$ cat src/rtl/imem_arbiter_if.sv
`default_nettype none
// ============================================================================
//  Module      : imem_arbiter_if
//  Description : Bundle of the fetch, loader and memory-side signals around
//                the instruction memory arbiter. The arbiter sits on the
//                slave modport. The fetch stage, loader and memory array
//                together sit on the master modport.
//  Revision    : 1.0 - initial release
// ============================================================================
interface imem_arbiter_if #(
    parameter int DEPTH_LOG2 = 11
);
    // fetch requester
    logic                  fetch_req;
    logic [31:0]           fetch_addr;
    logic                  fetch_gnt;
    logic                  fetch_rvalid;
    logic [31:0]           fetch_rdata;
    // loader / debug requester
    logic                  ld_req;
    logic                  ld_we;
    logic [31:0]           ld_addr;
    logic [31:0]           ld_wdata;
    logic                  ld_lock;
    logic                  ld_gnt;
    logic                  ld_rvalid;
    logic [31:0]           ld_rdata;
    logic                  oor_err;
    // single-port memory
    logic                  mem_en;
    logic                  mem_we;
    logic [DEPTH_LOG2-1:0] mem_addr;
    logic [31:0]           mem_wdata;
    logic [31:0]           mem_rdata;

    modport slave (
        input  fetch_req, fetch_addr,
        output fetch_gnt, fetch_rvalid, fetch_rdata,
        input  ld_req, ld_we, ld_addr, ld_wdata, ld_lock,
        output ld_gnt, ld_rvalid, ld_rdata, oor_err,
        output mem_en, mem_we, mem_addr, mem_wdata,
        input  mem_rdata
    );

    modport master (
        output fetch_req, fetch_addr,
        input  fetch_gnt, fetch_rvalid, fetch_rdata,
        output ld_req, ld_we, ld_addr, ld_wdata, ld_lock,
        input  ld_gnt, ld_rvalid, ld_rdata, oor_err,
        input  mem_en, mem_we, mem_addr, mem_wdata,
        output mem_rdata
    );
endinterface
`default_nettype wire

$ cat src/rtl/imem_arbiter.sv
`default_nettype none
// ============================================================================
//  Module      : imem_arbiter
//  Description : Shares one single-port synchronous instruction memory
//                between the CPU fetch stage and a program loader. The loader
//                has priority. A starvation counter guarantees that fetch
//                still makes progress. ld_lock holds fetch off completely.
//                Out-of-range reads return zero.
//  Revision    : 1.0 - initial release
// ============================================================================
module imem_arbiter #(
    parameter int DEPTH_LOG2 = 11,
    parameter int MAX_STALL  = 4
) (
    input  logic          clk,
    input  logic          rst,
    imem_arbiter_if.slave bus
);

    // source tag of the read whose data returns this cycle
    localparam logic [1:0] c_TAG_NONE  = 2'd0;
    localparam logic [1:0] c_TAG_FETCH = 2'd1;
    localparam logic [1:0] c_TAG_LD    = 2'd2;
    localparam logic [3:0] c_MAX_STALL = 4'(MAX_STALL);

    logic [3:0]  r_starve_cnt;
    logic [1:0]  r_tag;
    logic        r_oor_rd;
    logic        r_oor_err;
    logic [31:0] r_fetch_hold;
    logic [31:0] r_ld_hold;

    logic        w_fetch_gnt;
    logic        w_ld_gnt;
    logic        w_any_gnt;
    logic        w_fetch_inr;
    logic        w_ld_inr;
    logic        w_gnt_inr;
    logic [31:0] w_gnt_addr;
    logic [31:0] w_rd_data;
    logic        w_fetch_rvalid;
    logic        w_ld_rvalid;
    logic        w_unused;

    // byte-offset bits carry no meaning for word accesses
    assign w_unused = ^{bus.fetch_addr[1:0], bus.ld_addr[1:0]};

    assign w_fetch_inr = (bus.fetch_addr[31:DEPTH_LOG2+2] == '0);
    assign w_ld_inr    = (bus.ld_addr[31:DEPTH_LOG2+2] == '0);

    // Priority: lock > starved fetch > loader > fetch. Grants are dead in reset.
    always_comb begin
        w_fetch_gnt = 1'b0;
        w_ld_gnt    = 1'b0;
        if (!rst) begin
            if (bus.ld_lock) begin
                w_ld_gnt = bus.ld_req;
            end else if ((r_starve_cnt == c_MAX_STALL) && bus.fetch_req) begin
                w_fetch_gnt = 1'b1;
            end else if (bus.ld_req) begin
                w_ld_gnt = 1'b1;
            end else if (bus.fetch_req) begin
                w_fetch_gnt = 1'b1;
            end
        end
    end

    assign w_any_gnt  = w_fetch_gnt | w_ld_gnt;
    assign w_gnt_addr = w_ld_gnt ? bus.ld_addr : bus.fetch_addr;
    assign w_gnt_inr  = w_ld_gnt ? w_ld_inr : w_fetch_inr;

    // An out-of-range access is granted but never reaches the array.
    assign bus.fetch_gnt = w_fetch_gnt;
    assign bus.ld_gnt    = w_ld_gnt;
    assign bus.mem_en    = w_any_gnt & w_gnt_inr;
    assign bus.mem_we    = w_ld_gnt & w_ld_inr & bus.ld_we;
    assign bus.mem_addr  = w_any_gnt ? w_gnt_addr[DEPTH_LOG2+1:2] : '0;
    assign bus.mem_wdata = w_ld_gnt ? bus.ld_wdata : '0;

    // Return path: the tag steers mem_rdata. Out-of-range reads return zero.
    assign w_rd_data      = r_oor_rd ? 32'h0 : bus.mem_rdata;
    assign w_fetch_rvalid = (r_tag == c_TAG_FETCH);
    assign w_ld_rvalid    = (r_tag == c_TAG_LD);

    assign bus.fetch_rvalid = w_fetch_rvalid;
    assign bus.ld_rvalid    = w_ld_rvalid;
    assign bus.fetch_rdata  = w_fetch_rvalid ? w_rd_data : r_fetch_hold;
    assign bus.ld_rdata     = w_ld_rvalid ? w_rd_data : r_ld_hold;
    assign bus.oor_err      = r_oor_err;

    // Track the in-flight read, the sticky range error and the held rdata.
    always_ff @(posedge clk or posedge rst) begin
        if (rst) begin
            r_tag        <= c_TAG_NONE;
            r_oor_rd     <= 1'b0;
            r_oor_err    <= 1'b0;
            r_fetch_hold <= 32'h0;
            r_ld_hold    <= 32'h0;
        end else begin
            if (w_fetch_gnt) begin
                r_tag <= c_TAG_FETCH;
            end else if (w_ld_gnt && !bus.ld_we) begin
                r_tag <= c_TAG_LD;
            end else begin
                r_tag <= c_TAG_NONE;
            end
            r_oor_rd <= !w_gnt_inr;
            if (w_any_gnt && !w_gnt_inr) begin
                r_oor_err <= 1'b1;
            end
            if (w_fetch_rvalid) begin
                r_fetch_hold <= w_rd_data;
            end
            if (w_ld_rvalid) begin
                r_ld_hold <= w_rd_data;
            end
        end
    end

    // Count consecutive denied fetch cycles. The count is frozen while locked.
    always_ff @(posedge clk or posedge rst) begin
        if (rst) begin
            r_starve_cnt <= 4'd0;
        end else if (!bus.fetch_req || w_fetch_gnt) begin
            r_starve_cnt <= 4'd0;
        end else if (!bus.ld_lock) begin
            r_starve_cnt <= r_starve_cnt + 4'd1;
        end
    end

endmodule
`default_nettype wire

$ cat src/flat_wrapper.sv
// flat-port wrapper written by rule: the top's interface ports become plain ports
module imem_arbiter_flat 
#(
    parameter int DEPTH_LOG2 = 11,
    parameter int MAX_STALL  = 4
)
  (clk, rst, bus_fetch_req, bus_fetch_addr, bus_fetch_gnt, bus_fetch_rvalid, bus_fetch_rdata, bus_ld_req, bus_ld_we, bus_ld_addr, bus_ld_wdata, bus_ld_lock, bus_ld_gnt, bus_ld_rvalid, bus_ld_rdata, bus_oor_err, bus_mem_en, bus_mem_we, bus_mem_addr, bus_mem_wdata, bus_mem_rdata);
  imem_arbiter_if #(.DEPTH_LOG2(DEPTH_LOG2)) bus_i ();
  input  logic clk;
  input  logic rst;
  input wire logic [$bits(bus_i.fetch_req)-1:0] bus_fetch_req;
  input wire logic [$bits(bus_i.fetch_addr)-1:0] bus_fetch_addr;
  output wire logic [$bits(bus_i.fetch_gnt)-1:0] bus_fetch_gnt;
  output wire logic [$bits(bus_i.fetch_rvalid)-1:0] bus_fetch_rvalid;
  output wire logic [$bits(bus_i.fetch_rdata)-1:0] bus_fetch_rdata;
  input wire logic [$bits(bus_i.ld_req)-1:0] bus_ld_req;
  input wire logic [$bits(bus_i.ld_we)-1:0] bus_ld_we;
  input wire logic [$bits(bus_i.ld_addr)-1:0] bus_ld_addr;
  input wire logic [$bits(bus_i.ld_wdata)-1:0] bus_ld_wdata;
  input wire logic [$bits(bus_i.ld_lock)-1:0] bus_ld_lock;
  output wire logic [$bits(bus_i.ld_gnt)-1:0] bus_ld_gnt;
  output wire logic [$bits(bus_i.ld_rvalid)-1:0] bus_ld_rvalid;
  output wire logic [$bits(bus_i.ld_rdata)-1:0] bus_ld_rdata;
  output wire logic [$bits(bus_i.oor_err)-1:0] bus_oor_err;
  output wire logic [$bits(bus_i.mem_en)-1:0] bus_mem_en;
  output wire logic [$bits(bus_i.mem_we)-1:0] bus_mem_we;
  output wire logic [$bits(bus_i.mem_addr)-1:0] bus_mem_addr;
  output wire logic [$bits(bus_i.mem_wdata)-1:0] bus_mem_wdata;
  input wire logic [$bits(bus_i.mem_rdata)-1:0] bus_mem_rdata;
  assign bus_i.fetch_req = bus_fetch_req;
  assign bus_i.fetch_addr = bus_fetch_addr;
  assign bus_fetch_gnt = bus_i.fetch_gnt;
  assign bus_fetch_rvalid = bus_i.fetch_rvalid;
  assign bus_fetch_rdata = bus_i.fetch_rdata;
  assign bus_i.ld_req = bus_ld_req;
  assign bus_i.ld_we = bus_ld_we;
  assign bus_i.ld_addr = bus_ld_addr;
  assign bus_i.ld_wdata = bus_ld_wdata;
  assign bus_i.ld_lock = bus_ld_lock;
  assign bus_ld_gnt = bus_i.ld_gnt;
  assign bus_ld_rvalid = bus_i.ld_rvalid;
  assign bus_ld_rdata = bus_i.ld_rdata;
  assign bus_oor_err = bus_i.oor_err;
  assign bus_mem_en = bus_i.mem_en;
  assign bus_mem_we = bus_i.mem_we;
  assign bus_mem_addr = bus_i.mem_addr;
  assign bus_mem_wdata = bus_i.mem_wdata;
  assign bus_i.mem_rdata = bus_mem_rdata;
  imem_arbiter #(.DEPTH_LOG2(DEPTH_LOG2), .MAX_STALL(MAX_STALL)) u_core (.clk(clk), .rst(rst), .bus(bus_i));
endmodule
$ cat config.mk
export PLATFORM = sky130hd
export DESIGN_NAME = imem_arbiter_flat
export DESIGN_NICKNAME = d
export VERILOG_FILES = /design/src/rtl/imem_arbiter_if.sv /design/src/rtl/imem_arbiter.sv /design/src/flat_wrapper.sv
export SDC_FILE = /design/constraint.sdc
export NUM_CORES = 1
export LEC_CHECK = 0
export CORE_MARGIN = 3
export CORE_UTILIZATION = 34
export CTS_CLUSTER_SIZE = 12
export DETAILED_ROUTE_END_ITERATION = 8
export PLACE_DENSITY = 0.92
export REMOVE_ABC_BUFFERS = 1
export SLEW_MARGIN = 20
export SYNTH_ARGS = -nofsm -noshare
export SYNTH_HDL_FRONTEND = slang
export SYNTH_SLANG_ARGS = --single-unit
$ cat constraint.sdc
create_clock -name clk -period 2.8 [get_ports clk]
set_input_delay 0.56 -clock clk [delete_from_list [all_inputs] [get_ports clk]]
set_output_delay 0.56 -clock clk [all_outputs]
set_load 0.1 [all_outputs]
==> out/summary.txt <==
Status - completed
Max FO, Critical Path - 3
Global-route wire length before repair - 20.4 mm
Mean area per synthesized cell - 9.55 sq um
Pre-antenna DRT Iters - 4
Final hold violations - 0
CP endpoint kind - output pin
DR vias - 3468
CP peak stage delay - 0.41 ns
Vias in the first global route - 3984
Layout cells sized above 1 - 25.3%
Core Region - 0.00933 sq mm
Tmin final - 2.77 ns
Die height - 105 um
Worst reg2reg path depth - 3
Gpl congestion - 0.814
Final Slew Violations - 0
Hold crit path type - flip-flop to flip-flop
Fill count - 567
Mapped Cells - 346
Slew margin rel. - 64.9%
Final setup violating endpoints - 0
Crit path required time - 2.24 ns
PD cells - 409 mW/mm^2
Ranking of synthesized cells by area - dfrtp_1 55%, o21ai_0 9.1%, nand2_1 7.5%, nand2b_1 6.6%, and2_1 6.2%
Total track usage - 23.5%
Die Wd - 105 um
Worst clock skew - 0.00428 ns
Average via count per standard cell - 4.81
Cell variety after synth - 32
DR WL/cell - 17.6 um
Clk buf depth - 2
Max-cap violations - 0
Placed cells - 705
Yosys reg bits - 72
CTS root buffer - clkbuf_8
Hold Path Stages - 2
Number of top-level pins - 248
Initial antenna violation count - 0
TritonCTS Buffers - 9
Hold slack - 0.506 ns
Area growth syn-to-layout - 118%
Die ar. - 0.0109 sq mm
Synth Cell Area - 0.00331 sq mm
CTS Sinks - 72
Cell Chain, Critical Path - clkdlybuf4s50_1, nor4_1, nand4_1, nor3_2, and2_1, buf_12
Crit path setup slack, layout - 0.0310 ns
Worst-Skew Late Latency - 0.34 ns
Initial core utilization - 35.4%
Ys async rst share - 100%
IO buf count - 243
Area leader, netlist - dfrtp_1
Area share of the leading cell type in the synthesized netlist - 54.5%
Antenna fix cells - 0
Sequential fraction of the synthesis area - 54.5%
CTS tree - built
Routed wl met3 - 843 um
Cell with the most instances after synthesis - dfrtp_1
WL met2 - 7.26 mm
Highest routed layer - met4
Pre-CTS WS - -0.136 ns
Worst-Margin Slew - 0.521 ns
EDFF count, synth - 0
LEAKAGE - 3.01 nW
Largest net degree at the start of global routing - 73
Synth top cells by count - 72 x dfrtp_1, 66 x nand2_1, 60 x o21ai_0
Max Freq - 0.361 GHz
Final ANT Viol Nets - 0
VDD IR max - 0.190 mV
Row cnt - 35
Worst path slowest cell - clkdlybuf4s50_1
Met1 wire length - 4.19 mm
Ys flop type - dfrtp_1
Nets - 723
Dpl hpwl - 10.5 mm
Setup TNS - 0 ns
Gr ovfl total - 0
Yosys warning total - 0
Worst Setup Start Kind - primary input
Setup CP Type - primary input to output pin
Final WL - 12.7 mm
Htree depth - 3
Period utilization - 98.9%
CTS clk-pin slew, worst paths - 0.07 ns
Arrival @ worst endpoint - 2.21 ns
DRC - 0
Filler-free cell count of the finished design - 721
Initial DRC count - 155
==> area by class of cell <==
| cell class | count | area (sq um) | area share (%) |
|---|---|---|---|
| timing repair buffer | 252 | 3640 | 50.6 |
| tap | 129 | 161 | 2.24 |
| clock buffer | 10 | 138 | 1.91 |
| inverter | 8 | 35.0 | 0.487 |
| sequential | 72 | 1800 | 25.0 |
| multi-input combinational | 244 | 1390 | 19.3 |
| clock inverter | 6 | 35.0 | 0.487 |
==> power by group <==
group          switching (W)  total [W]  internal (W)
combinational       0.000684    0.00113      0.000448
sequential         0.0000151    0.00110       0.00108
clock               0.000375   0.000714      0.000339
total                0.00107    0.00294       0.00187
==> critical path, delay by kind of cell <==
kind,cells,cell delay [ns]
and+or+nand+nor,4,1.04
buffers and inverters,2,0.59
==> layer usage <==
layer	vias to the layer above	track usage, %
met2	174	46.1
met1	1639	24.0
met4	0	9.09
met5	-	0
met3	25	5.19
li1	1630	-
==> worst paths after layout <==
kind / start / to / slack, ns
worst max-delay path: bus_ld_addr[14] / bus_mem_we / 0.03
max in group asynchronous: rst / u_core.r_oor_rd / 1.72
min in group asynchronous: rst / u_core.r_ld_hold[15] / 0.79
worst max register to register: u_core.r_tag[0] / u_core.r_ld_hold[15] / 1.07
worst min-delay path: u_core.bus.oor_err / u_core.bus.oor_err / 0.51
worst min register to register: u_core.bus.oor_err / u_core.bus.oor_err / 0.51
==> layout by cell type (no fill, tap or decap), types with 3 or more instances in the layout <==
master and count:
buf_4 9, nand2_1 66, nor4_1 8, nor2_1 3, a22o_1 11, clkinv_2 4, and2_1 33, o21ai_0 60
o21ai_1 5, nand2b_1 33, buf_12 114, inv_1 6, clkdlybuf4s50_1 129, clkbuf_8 10, dfrtp_1 71
==> registers in the layout, indices dropped and copies added, names as in the netlist <==
name,count
u_core.r_fetch_hold,32
u_core.r_ld_hold,32
u_core.r_starve_cnt,4
u_core.r_tag,2
u_core.bus.oor_err,1
u_core.r_oor_rd,1
==> repair_timing <==
action | in CTS | in global routing
gates resized for setup | 2 | 3
gates cloned | 0 | 0
buffers inserted | 0 | 0
endpoints found under the setup margin | 44 | 11
hold buffers | 0 | 0
endpoints found under the hold margin | 0 | 0
==> logic make-up (layout without fill, tap and decap cells) <==
family / count (synthesis) / after routing / share of synthesized area [%]
and+or+nand+nor: 157 / 157 / 25.2
DFF: 72 / 72 / 54.5
AOI/OAI and AO/OA: 83 / 83 / 14.9
adders and majority gates: 2 / 2 / 0.757
buffers and inverters: 30 / 276 / 4.05
xor gates and xnor gates: 2 / 2 / 0.530
==> through the flow <==
step | utilization [%] | instance area [sq um] | total power (W)
global placement | 75.1 | 7010 | 0.00222
finish | 77.2 | 7200 | 0.00294
floorplan | - | 3200 | 0.00170
CTS | 77.1 | 7190 | 0.00297
global route | 77.2 | 7200 | 0.00305
detailed placement | 75.1 | 7010 | 0.00225
Note: power is estimated with default switching activity, not from simulation.
==> RTL edit, RTL diff (same settings) <==
Make the reset (`rst`) synchronous in 2 clocked blocks.
--- a/src/rtl/imem_arbiter.sv
+++ b/src/rtl/imem_arbiter.sv
@@ -89,7 +89,7 @@
     assign bus.oor_err      = r_oor_err;
 
     // Track the in-flight read, the sticky range error and the held rdata.
-    always_ff @(posedge clk or posedge rst) begin
+    always_ff @(posedge clk) begin
         if (rst) begin
             r_tag        <= c_TAG_NONE;
             r_oor_rd     <= 1'b0;
@@ -118,7 +118,7 @@
     end
 
     // Count consecutive denied fetch cycles. The count is frozen while locked.
-    always_ff @(posedge clk or posedge rst) begin
+    always_ff @(posedge clk) begin
         if (rst) begin
             r_starve_cnt <= 4'd0;
         end else if (!bus.fetch_req || w_fetch_gnt) begin
Behaviour: differs if rst is asserted again (counterexample within 4 cycles, from zero or initial values and one cycle with rst high); with rst held inactive, the same outputs for 10 cycles.
==> RTL edit against the unedited design <==
The flow now finishes with violations (negative setup slack); die area grew 3.6%; total power up 12%; synthesized area is 3.8% higher; sequential cell count did not move; wire length rose by 4.2%; sequential share of layout area shrank 5.6 points; design area rose by 3.2%; count of clock-buffer cells in the layout is 1 higher; worst setup slack got worse by 120 ps; via count grew 13%; combinational power up 8%; worst hold slack lost 29 ps; largest power group unchanged.
==> RTL edit: results (changes against the unedited design) <==
violations: "negative setup slack"
slew_headroom_pct: 61.5  # -3.4 points
avgViaCountPerCell: 4.82  # +0.16%
r2r_cells: 8  # +5
p_int_mw: 2.17  # +16%
cp_slowest_stage_delay_ps: 430  # +20 ps
place_ws_ps: -149  # -12.5 ps
drt_iter0_markers: 173  # +12%
fillers: 603  # +6.3%
setup_ws_ps: -84.3  # -115 ps
critPathMaxFanout: 2  # -1
ir_drop_mv: 0.250  # +32%
synth.top_cells.by_count: "and2_1 (96), nand2_1 (82), dfxtp_1 (72)"
cp_top_family: "buffers and inverters"
async_reset_ff_share_pct: 0  # -100 points
setup_viol: 2  # +2
ys_top_cells_by_area: "dfxtp_1 (42%), and2_1 (17%), o21ai_0 (9.2%), nand2_1 (9.0%), nand2b_1 (6.4%)"
dp.final_hpwl_mm: 10.7  # +1.7%
ys_seq_area_share_pct: 42.0  # -13 points
wl_per_cell_um: 16.1  # -8.1%
track_usage_pct: 22.8  # -0.76 points
layout-drive-gt1-share_pct: 23.5  # -1.8 points
grt_pass1_wl_mm: 20.5  # +0.31%
status: "finished, violations left"
p_leak_nw: 2.94  # -2.2%
grt_max_degree: 67  # -8.2%
arrival_ps: 2320  # +110 ps
[RTL edit: stage by stage]
stage | cell area, um2 | setup TNS, ps | cells | hold WS [ps] | util, %
after floorplan | 3290 | -172810 | 408 | 472 | -
after global placement | 7140 | -101 | 800 | 442 | 73.1
after detailed placement | 7140 | -1450 | 800 | 471 | 73.1
after CTS | 7400 | 0 | 816 | 484 | 75.7
after global routing | 7430 | -387 | 817 | 501 | 76.0
final | 7430 | -99.5 | 817 | 477 | 76.0
[RTL edit: per-layer routing]
layer	vias to the layer above	track usage, %	part of all wire, %
li1	1887	-	-
met1	1844	21.8	33
met2	173	44.7	57
met3	32	5.77	6.2
met4	0	11.0	3.9
met5	-	0	0
[RTL edit: kinds of logic (layout without fill, tap and decap cells)]
family          count (synthesis)  after routing  share of synthesized area (%)
xor+xnor                        3              3                          0.766
fa+ha+maj                       2              2                          0.729
simple gates                  240            240                           37.8
flops                          72             72                           42.0
mux                             1              1                          0.292
compound gates                 81             81                           13.2
buf+inv                        40            285                           5.14
[RTL edit: path summary, 6_finish.rpt]
kind / from / endpoint / slack (ps)
min reg2reg: u_core.bus.oor_err$_SDFFE_PP0P_ / u_core.bus.oor_err$_SDFFE_PP0P_ / 480
min: u_core.bus.oor_err$_SDFFE_PP0P_ / u_core.bus.oor_err$_SDFFE_PP0P_ / 480
max reg2reg: u_core.r_starve_cnt[0]$_SDFFE_PP0N_ / u_core.bus.oor_err$_SDFFE_PP0P_ / 1060
max: bus_ld_addr[15] / bus_mem_en / -80
[RTL edit: worst register-to-register path, cell delays in order, from the launching register on]
cell and delay (ps):
dfxtp_4 370, inv_1 40, ha_1 180, and3b_4 200, a21o_4 240, inv_6 140
nor3_2 90, buf_4 140, o32ai_1 260
[RTL edit: final cells by class]
| cell class | instances | area (um2) | share of cell area, % |
|---|---|---|---|
| clock inverter | 5 | 103 | 1.38 |
| multi-input combinational | 327 | 1830 | 24.6 |
| inverter | 9 | 38.8 | 0.522 |
| timing repair buffer | 260 | 3700 | 49.8 |
| sequential | 72 | 1450 | 19.5 |
| tap | 133 | 166 | 2.24 |
| clock buffer | 11 | 151 | 2.04 |
[RTL edit: what timing repair did]
| item | CTS | global route |
|---|---|---|
| buffers inserted | 0 | 1 |
| endpoints found under the setup margin | 38 | 41 |
| gates resized for setup | 3 | 6 |
| hold buffers | 0 | 0 |
| pin swaps | 2 | 1 |
[RTL edit: power groups by stage]
stage          clock network [mW]  logic, mW  registers (mW)
2_1_floorplan                   0      0.640            1.09
3_5_place_dp                    0       1.22            1.09
6_report                     1.02       1.22            1.07
4_1_cts                      1.04       1.23            1.07
5_1_grt                      1.08       1.26            1.07
3_3_place_gp                    0       1.20            1.09
